**config.mk**
```make
export PLATFORM = sky130hd
export DESIGN_NAME = ex_muldiv_unit
export DESIGN_NICKNAME = d
export VERILOG_FILES = /design/src/rtl/ex_muldiv_pkg.sv /design/src/rtl/ex_muldiv_div_core.sv /design/src/rtl/ex_muldiv_unit.sv
export SDC_FILE = /design/constraint.sdc
export NUM_CORES = 2
export LEC_CHECK = 0
export BUFFER_PORTS_ARGS = -buffer_cell sky130_fd_sc_hd__buf_2
export CORE_ASPECT_RATIO = 0.8
export CORE_MARGIN = 2
export CORE_UTILIZATION = 50
export CTS_BUF_LIST = sky130_fd_sc_hd__clkbuf_16
export CTS_CLUSTER_DIAMETER = 40
export CTS_CLUSTER_SIZE = 24
export DETAILED_ROUTE_END_ITERATION = 7
export PLACE_DENSITY = 0.77
export SYNTH_ARGS = -nofsm -noshare
export SYNTH_HDL_FRONTEND = slang
export SYNTH_SLANG_ARGS = --single-unit
```
**constraint.sdc**
```tcl
create_clock -name clk -period 6.3 [get_ports clk]
set_clock_uncertainty 0.2 [all_clocks]
set_input_delay 0.63 -clock clk [delete_from_list [all_inputs] [get_ports clk]]
set_output_delay 0.63 -clock clk [all_outputs]
set_load 0.02 [all_outputs]
```
**src/rtl/ex_muldiv_pkg.sv**
```systemverilog
// Shared definitions for the M-extension execute unit: funct3 encodings, FSM states,
// and the legal multiplier depth range.
package ex_muldiv_pkg;

    localparam logic [2:0] F3_MUL    = 3'd0;
    localparam logic [2:0] F3_MULH   = 3'd1;
    localparam logic [2:0] F3_MULHSU = 3'd2;
    localparam logic [2:0] F3_MULHU  = 3'd3;
    localparam logic [2:0] F3_DIV    = 3'd4;
    localparam logic [2:0] F3_DIVU   = 3'd5;
    localparam logic [2:0] F3_REM    = 3'd6;
    localparam logic [2:0] F3_REMU   = 3'd7;

    localparam int MUL_STAGES_MIN = 1;
    localparam int MUL_STAGES_MAX = 4;
    localparam int MUL_CNT_W      = $clog2(MUL_STAGES_MAX);

    typedef enum logic [2:0] {
        ST_IDLE,
        ST_MUL,
        ST_DIV,
        ST_SIGN,
        ST_FIX,
        ST_DONE
    } state_e;

endpackage

```
**src/rtl/ex_muldiv_div_core.sv**
```systemverilog
// Unsigned restoring divider, one quotient bit per cycle; XLEN iterations after start.
// done is high during the final iteration; quotient/remainder are valid the cycle after.
module muldiv_div_core #(
    parameter int XLEN = 32
) (
    input  logic            clk,
    input  logic            rst_n,
    input  logic            flush,
    input  logic            start,
    input  logic [XLEN-1:0] dividend,
    input  logic [XLEN-1:0] divisor,
    output logic            busy,
    output logic            done,
    output logic [XLEN-1:0] quotient,
    output logic [XLEN-1:0] remainder
);
    localparam int CW = $clog2(XLEN + 1);

    logic [XLEN-1:0] rem_q, rem_d, quo_q, quo_d, dvs_q, dvs_d;
    logic [CW-1:0]   cnt_q, cnt_d;
    logic            busy_q, busy_d;
    logic [XLEN:0]   shifted, trial;

    always_comb begin
        rem_d   = rem_q;
        quo_d   = quo_q;
        dvs_d   = dvs_q;
        cnt_d   = cnt_q;
        busy_d  = busy_q;
        shifted = {rem_q, quo_q[XLEN-1]};
        // The partial remainder stays below the divisor, so bit XLEN of trial is a pure borrow.
        trial   = shifted - {1'b0, dvs_q};
        if (flush) begin
            busy_d = 1'b0;
        end else if (start) begin
            rem_d  = '0;
            quo_d  = dividend;
            dvs_d  = divisor;
            cnt_d  = CW'(XLEN);
            busy_d = 1'b1;
        end else if (busy_q) begin
            quo_d = {quo_q[XLEN-2:0], ~trial[XLEN]};
            rem_d = trial[XLEN] ? shifted[XLEN-1:0] : trial[XLEN-1:0];
            cnt_d = cnt_q - CW'(1);
            if (cnt_q == CW'(1)) busy_d = 1'b0;
        end
    end

    always_ff @(posedge clk or negedge rst_n) begin
        if (!rst_n) begin
            rem_q  <= '0;
            quo_q  <= '0;
            dvs_q  <= '0;
            cnt_q  <= '0;
            busy_q <= 1'b0;
        end else begin
            rem_q  <= rem_d;
            quo_q  <= quo_d;
            dvs_q  <= dvs_d;
            cnt_q  <= cnt_d;
            busy_q <= busy_d;
        end
    end

    assign busy      = busy_q;
    assign done      = busy_q && (cnt_q == CW'(1));
    assign quotient  = quo_q;
    assign remainder = rem_q;

endmodule

```
**src/rtl/ex_muldiv_unit.sv**
```systemverilog
// RV32M/RV64M execute unit: MUL_STAGES-deep multiplier; restoring divider only when
// EX_MULDIV_DIV_EN is defined (otherwise divides raise illegal_op and are not accepted).
module ex_muldiv_unit
    import ex_muldiv_pkg::*;
#(
    parameter int XLEN       = 32,
    parameter int MUL_STAGES = 2
) (
    input  logic            clk,
    input  logic            rst_n,
    input  logic            rst_pipe,
    input  logic            req_valid,
    input  logic [2:0]      funct3,
    input  logic [XLEN-1:0] rs1,
    input  logic [XLEN-1:0] rs2,
    input  logic [4:0]      rd_adr,
    input  logic            kill,
    output logic            busy,
    output logic            done,
    output logic [XLEN-1:0] result,
    output logic [4:0]      rd_adr_out,
    output logic            illegal_op
);
    localparam int STAGES = (MUL_STAGES < MUL_STAGES_MIN) ? MUL_STAGES_MIN :
                            (MUL_STAGES > MUL_STAGES_MAX) ? MUL_STAGES_MAX : MUL_STAGES;
    localparam int PW = 2 * XLEN + 2;
    localparam int RW = 2 * XLEN;

    state_e                 state_q, state_d;
    logic [2:0]             f3_q, f3_d;
    logic [4:0]             rd_q, rd_d, rdo_q, rdo_d;
    logic [MUL_CNT_W-1:0]   mcnt_q, mcnt_d;
    logic [XLEN-1:0]        res_q, res_d;
    logic                   done_q, done_d;
    logic                   flush, idle, is_div_req, accept;

    assign flush      = kill | rst_pipe;
    assign idle       = (state_q == ST_IDLE);
    assign is_div_req = funct3[2];

`ifdef EX_MULDIV_DIV_EN
    assign accept     = req_valid & idle & ~flush;
    assign illegal_op = 1'b0;
`else
    assign accept     = req_valid & idle & ~flush & ~is_div_req;
    assign illegal_op = req_valid & idle & ~flush & is_div_req;
`endif
    assign busy = ~idle | accept;

    // The first product stage registers straight from the forwarded operands in the accept cycle.
    logic            a_sgn, b_sgn;
    logic [PW-1:0]   a_ext, b_ext;
    logic [RW-1:0]   prod;
    logic [RW-1:0]   prod_q [STAGES];
    logic [RW-1:0]   prod_d [STAGES];

    assign a_sgn = (funct3 == F3_MULH) || (funct3 == F3_MULHSU);
    assign b_sgn = (funct3 == F3_MULH);
    assign a_ext = {{(XLEN+2){a_sgn & rs1[XLEN-1]}}, rs1};
    assign b_ext = {{(XLEN+2){b_sgn & rs2[XLEN-1]}}, rs2};
    assign prod  = RW'(a_ext * b_ext);

    always_comb begin
        prod_d[0] = prod;
        for (int i = 1; i < STAGES; i++) prod_d[i] = prod_q[i-1];
    end

`ifdef EX_MULDIV_DIV_EN
    logic            div_sgn, a_neg, b_neg, ovf, div_fix;
    logic [XLEN-1:0] a_mag, b_mag, quo, rem, a_q, a_d;
    logic            div0_q, div0_d, qneg_q, qneg_d, rneg_q, rneg_d;
    logic            core_start, core_busy, core_done;

    assign div_sgn    = ~funct3[0];
    assign a_neg      = div_sgn & rs1[XLEN-1];
    assign b_neg      = div_sgn & rs2[XLEN-1];
    assign a_mag      = a_neg ? -rs1 : rs1;
    assign b_mag      = b_neg ? -rs2 : rs2;
    assign ovf        = div_sgn & (rs1 == {1'b1, {(XLEN-1){1'b0}}}) & (&rs2);
    assign div_fix    = (rs2 == '0) | ovf;
    assign core_start = accept & is_div_req & ~div_fix;

    muldiv_div_core #(.XLEN(XLEN)) u_div_core (
        .clk       (clk),
        .rst_n     (rst_n),
        .flush     (flush),
        .start     (core_start),
        .dividend  (a_mag),
        .divisor   (b_mag),
        .busy      (core_busy),
        .done      (core_done),
        .quotient  (quo),
        .remainder (rem)
    );
`endif

    always_comb begin
        state_d = state_q;
        f3_d    = f3_q;
        rd_d    = rd_q;
        mcnt_d  = mcnt_q;
        res_d   = res_q;
        rdo_d   = rdo_q;
        done_d  = 1'b0;
`ifdef EX_MULDIV_DIV_EN
        a_d     = a_q;
        div0_d  = div0_q;
        qneg_d  = qneg_q;
        rneg_d  = rneg_q;
`endif
        if (flush) begin
            state_d = ST_IDLE;
        end else begin
            case (state_q)
                ST_IDLE: begin
                    if (accept) begin
                        f3_d   = funct3;
                        rd_d   = rd_adr;
                        mcnt_d = MUL_CNT_W'(STAGES - 1);
                        if (!is_div_req) begin
                            state_d = ST_MUL;
                        end
`ifdef EX_MULDIV_DIV_EN
                        else begin
                            state_d = div_fix ? ST_FIX : ST_DIV;
                            a_d     = rs1;
                            div0_d  = (rs2 == '0);
                            qneg_d  = a_neg ^ b_neg;
                            rneg_d  = a_neg;
                        end
`endif
                    end
                end
                ST_MUL: begin
                    if (mcnt_q == '0) begin
                        state_d = ST_DONE;
                        done_d  = 1'b1;
                        rdo_d   = rd_q;
                        res_d   = (f3_q == F3_MUL) ? prod_q[STAGES-1][XLEN-1:0]
                                                   : prod_q[STAGES-1][RW-1:XLEN];
                    end else begin
                        mcnt_d = mcnt_q - MUL_CNT_W'(1);
                    end
                end
`ifdef EX_MULDIV_DIV_EN
                ST_DIV: begin
                    if (core_done)      state_d = ST_SIGN;
                    else if (!core_busy) state_d = ST_IDLE;
                end
                ST_SIGN: begin
                    state_d = ST_DONE;
                    done_d  = 1'b1;
                    rdo_d   = rd_q;
                    res_d   = f3_q[1] ? (rneg_q ? -rem : rem) : (qneg_q ? -quo : quo);
                end
                ST_FIX: begin
                    state_d = ST_DONE;
                    done_d  = 1'b1;
                    rdo_d   = rd_q;
                    if (f3_q[1]) res_d = div0_q ? a_q : '0;
                    else         res_d = div0_q ? '1  : a_q;
                end
`endif
                ST_DONE: state_d = ST_IDLE;
                default: state_d = ST_IDLE;
            endcase
        end
    end

    always_ff @(posedge clk or negedge rst_n) begin
        if (!rst_n) begin
            state_q <= ST_IDLE;
            f3_q    <= '0;
            rd_q    <= '0;
            mcnt_q  <= '0;
            res_q   <= '0;
            rdo_q   <= '0;
            done_q  <= 1'b0;
            for (int i = 0; i < STAGES; i++) prod_q[i] <= '0;
`ifdef EX_MULDIV_DIV_EN
            a_q     <= '0;
            div0_q  <= 1'b0;
            qneg_q  <= 1'b0;
            rneg_q  <= 1'b0;
`endif
        end else begin
            state_q <= state_d;
            f3_q    <= f3_d;
            rd_q    <= rd_d;
            mcnt_q  <= mcnt_d;
            res_q   <= res_d;
            rdo_q   <= rdo_d;
            done_q  <= done_d;
            for (int i = 0; i < STAGES; i++) prod_q[i] <= prod_d[i];
`ifdef EX_MULDIV_DIV_EN
            a_q     <= a_d;
            div0_q  <= div0_d;
            qneg_q  <= qneg_d;
            rneg_q  <= rneg_d;
`endif
        end
    end

    assign done       = done_q;
    assign result     = res_q;
    assign rd_adr_out = rdo_q;

endmodule

```
### Word level (Yosys, flattened, before mapping)

Index checks and enable logic that the tools add are counted.

* register bits after elaboration: 179
* latch bits: 0
* RAM bits: 0
* ROM bits: 0
* input port bits: 77
* memories: 0

* add/subtract/negate cells: 1
* multipliers: 1
* div/mod/pow operators: 0
* order comparisons: 0
* equality and inequality tests: 8
* shift-type cells: 0
* mux-type cells: 12
* bitwise gates (word level): 11
* reductions and logical operators: 9

Operators by type and width (number)
* multiplier 33 x 33 -> 64 bit: 1
* two-way mux 32 bit: 1
* two-way mux 3 bit: 4
* AND reduction 3 bit: 3
* bitwise AND 1 bit: 6
* == test 3 x 1 -> 1 bit, second input constant: 2
* zero test 3 bit: 2
* != test 3 bit, second input constant: 2
* case mux 3 bit (2 select lines): 1
* two-way mux 2 bit: 2
* case mux 2 bit (2 select lines): 1
* AND reduction 4 bit: 1
* == test 3 x 2 -> 1 bit, second input constant: 1
* two-way mux 1 bit: 3
* != test 3 x 2 -> 1 bit, second input constant: 1
* inverter 1 bit: 3
* zero test 2 bit: 1
* != test 2 x 1 -> 1 bit, second input constant: 1
* != test 2 bit, second input constant: 1
* OR 1 bit: 2
* nonzero test 2 bit: 1
* subtractor 2 x 1 -> 2 bit, second input constant: 1
* logical OR 1 bit: 1

### Logic depth before layout (Yosys ltp)

* depth in word-level cells: 7
* gate-level depth with buffers: 30
* gate-level depth less buffers: 28

### Worst setup path after synthesis

No wires, ideal clock.

* path kind: input -> register
* start: input port funct3[1]
* end: register prod_q (netlist bit prod_d[62])
* setup time: 135 ps
* data arrival time: 8293 ps
* required time: 5965 ps
* path slack: -2328 ps
* stages on the path: 28
* path through: xnor2_1 > nor3b_1 > clkbuf_1 > nand2_1 > fa_1 > fa_1 > inv_1 > fa_1 > inv_1 > fa_1 > inv_1 > fa_1 > fa_1 > inv_1 > fa_1 > fa_1 > inv_1 > ha_1 > clkbuf_1 > a21o_1 > a21o_1 > a21o_1 > a21o_1 > a21oi_1 > o21bai_1 > a21oi_1 > o31ai_1 > xor2_1

* word-level cells in the longest chain between the ends: 4
* elaborated cells on any way between the ends: 6
* classes of those cells: mul: 1; eq/ne: 2; bitwise: 2; reduce/logical: 1

Ends and longest elaborated chain
* start: declaration: line ex_muldiv_unit.sv:13 `input logic [2:0] funct3,`
* == test 3 x 1 -> 1 bit / == test 3 x 2 -> 1 bit (equally long branches): line ex_muldiv_unit.sv:57, ex_muldiv_unit.sv:58
* logical OR 1 bit: line ex_muldiv_unit.sv:57 `assign a_sgn = (funct3 == F3_MULH) || (funct3 == F3_MULHSU);`
* bitwise AND 1 bit: line ex_muldiv_unit.sv:59 `assign a_ext = {{(XLEN+2){a_sgn & rs1[XLEN-1]}}, rs1};`
* multiplier 33 x 33 -> 64 bit *: line ex_muldiv_unit.sv:61 `assign prod = RW'(a_ext * b_ext);`
* via prod[62]: line ex_muldiv_unit.sv:53 `logic [RW-1:0] prod;`
* end: declaration: line ex_muldiv_unit.sv:54 `logic [RW-1:0] prod_q [STAGES];`

The timed path passes the listed nets; every way through them passes the cells marked *.
A chain may end at the register's enable or synchronous reset.

### Final worst setup path

* start: input port funct3[0]
* end: register prod_q (netlist bit prod_d[59])

Same word-level chain as after synthesis.

==> results.py <==
metrics = {
    "global_routing": {
        "antenna_found_initial": 1,
        "grt.total_usage_pct": 26.9,
        "grt_pass1_vias": 35800,
        "grt-ovfl-total": 0,
        "grt_max_degree": 112,
        "grt_pass1_wl_um": 189000,
    },
    "cts": {
        "hold_buffers": 0,
        "htree_levels": 4,
        "clk_pin_slew_ns": 0.07,
        "cts.path.max_buffers": 2,
        "numCtsBuffers": 17,
        "clkLatencyLatePin_ns": 0.42,
        "cts_tree": "built",
        "clockRootBuffer": "clkbuf_16",
        "clock_sinks": 178,
    },
    "die": {
        "dieHeight_um": 268,
        "dieArea_um2": 89300,
        "ios": 117,
        "rows": 96,
        "die_x_um": 334,
        "core_um2": 85900,
        "initial_core_util_pct": 50.6,
    },
    "yosys": {
        "ys_ff_latch": 178,
        "ys_warn_count": 0,
        "syn_inst": 4559,
        "synth-main-ff-cell": "dfrtp_1",
        "postSynthAreaPerCell_um2": 9.53,
        "syn-num-nets": 5974,
        "synthArstFlopShare_pct": 100,
        "yosysUniqueCellTypes": 65,
        "synth_area_um2": 43400,
        "yosysSeqAreaShare_pct": 10.3,
        "synth-edff-count": 0,
    },
    "worst_setup_path": {
        "crit_path_start_kind": "input pin",
        "path_max_fanout": 8,
        "cp_num_buf_inv": 9,
        "endpoint_kind": "flop",
        "critical_path_class": "in -> reg",
        "crit_family": "adder cells",
        "crit_arrival_ns": 8.01,
        "crit_required_ns": 6.46,
        "cpMostUsedCell": "fa_1",
        "crit_path_start": "funct3[0]",
        "crit_path_max_incr_delay_ns": 0.56,
        "cp_slowest_cell": "fa_1",
        "r2r_start": "state_q[2]",
    },
    "detailed_routing": {
        "drtIter0Drc": 2564,
        "via_count": 32300,
        "routed_wirelength_um": 117000,
        "routedWlPerCell_um": 18.9,
        "dr.pass1.iters": 5,
        "ant_nets": 0,
        "drc": 0,
        "viasPerCell": 5.24,
    },
    "cells_and_area": {
        "layout-drive-gt1-share_pct": 21.1,
        "synthToLayoutAreaGrowth_pct": 20.2,
        "mostFrequentLayoutCell": "inv_1",
        "fin_nets": 6444,
        "layout_common_cells": "inv_1 (1119), fa_1 (1087), nand2_1 (759), buf_4 (478), and2_1 (284)",
    },
    "timing": {
        "layout_setup_ws_ns": -1.54,
        "tightest_slew_ns": 1.18,
        "drv_slew": 0,
        "rsz0062_at_grt": "yes",
        "period_minus_slack_ns": 7.84,
        "fin_crit_sh_pct": 124,
        "final-hold-violation-count": 0,
        "setup_violations": 49,
        "max-slew-margin-rel_pct": 21.0,
        "fmax_mhz": 128,
        "setup_tns_ns": -47.25,
    },
    "placed_design": {
        "place.gp.congestion": 0.923,
        "io_buffers": 116,
        "hpwlAfterDp_um": 97900,
    },
    "run": {
        "timing.max_cap.violations": 0,
    },
    "min_path": {
        "hold_class": "in -> async",
    },
    "outcome": {
        "violations": "setup timing",
        "run_status": "complete, but fails checks",
    },
}
==> sequential cells by signal, summed over array words and instances, names as in the netlist <==
name,flops
prod_d,64
prod_q,64
result,32
rd_adr_out,5
rd_q,5
f3_q,3
mcnt_q,2
state_q,2
done,1
==> per-stage QoR <==
stage | utilization, % | instance area [um^2] | instances | hold WS [ns] | worst slack (ns)
floorplan | - | 44300 | 4559 | 0.131 | -1.62
global placement | 57.0 | 49000 | 6044 | 0.133 | -1.95
global route | 60.8 | 52200 | 6169 | 0.149 | -1.77
CTS | 59.9 | 51400 | 6138 | 0.149 | -1.45
detailed placement | 57.0 | 49000 | 6044 | 0.135 | -2.10
finish | 60.8 | 52200 | 6170 | 0.147 | -1.54
==> cells by family (layout without fill, tap and decap cells) <==
kind of cell	count (synthesis)	count (layout)	share of synthesized area, %
multiplexers	45	45	1.07
XOR/XNOR	76	76	1.53
buffers and inverters	1407	1889	12.2
AND/OR/NAND/NOR	1278	1278	13.4
adder cells (fa/ha/maj)	1338	1338	58.0
flip-flops	178	178	10.3
other	0	2	0
AO/OA/AOI/OAI	237	237	3.51
==> synthesized netlist by cell type (4+ instances only) <==
master       n  area, um^2
or3_1        6        37.5
a21o_1      27         203
o21bai_1    19         143
and2_1     311        1950
fa_1      1125       22500
clkbuf_1   223         837
buf_2       12        60.1
o31ai_1      4        30.0
xor2_1      20         175
or2_2        9        56.3
nand2_1    787        2950
nor2b_1     10        62.6
o21a_1       5        37.5
nor3_1      11        55.1
ha_1       213        2670
o21ai_0     35         175
nand4_1     20         125
xnor2_1     56         490
a31oi_1      7        43.8
a211oi_1     7        52.6
and4_1       5        43.8
nand2b_1     5        31.3
inv_1     1169        4390
nor2_1      85         319
nand3_1     12        60.1
mux2_2      13         146
dfrtp_1    178        4450
a21oi_1    100         500
mux2i_1     32         320
==> routing by layer <==
metal,up-vias,global-route usage (%),routed length (um)
met5,-,0,0
met4,0,7.69,3460
met3,275,5.85,10300
met2,1423,43.9,55800
met1,16700,36.5,47300
li1,13900,-,-
==> worst paths after layout <==
check / slack (ns) / end / cells past startpoint
worst max register to register: 3.80 / rd_q[3] / 3
worst max-delay path: -1.54 / prod_d[59] / 30
max in group asynchronous: 4.33 / prod_d[28] / 2
worst min register to register: 0.15 / prod_q[35] / 0
min in group clk: 0.15 / prod_q[35] / 0
worst min-delay path: 0.15 / rd_q[0] / 1
==> layout make-up <==
cell class,instances,area [um^2]
clock inverters,14,204
diodes,2,5.00
inverters,1169,4410
clock buffers,17,425
multi-input cells,2974,35400
well taps,1127,1410
repair buffers,689,5920
fillers,6676,33700
flip-flops and latches,178,4450
==> repair_timing <==
item	4_1_cts	5_1_grt
buffers inserted	67	52
gates resized for setup	308	137
setup endpoints to repair	50	51
pin swaps	163	144
Power is left out: the tool's default activity adds up to more than one toggle a clock period on the data nets, which glitch-free logic cannot reach.
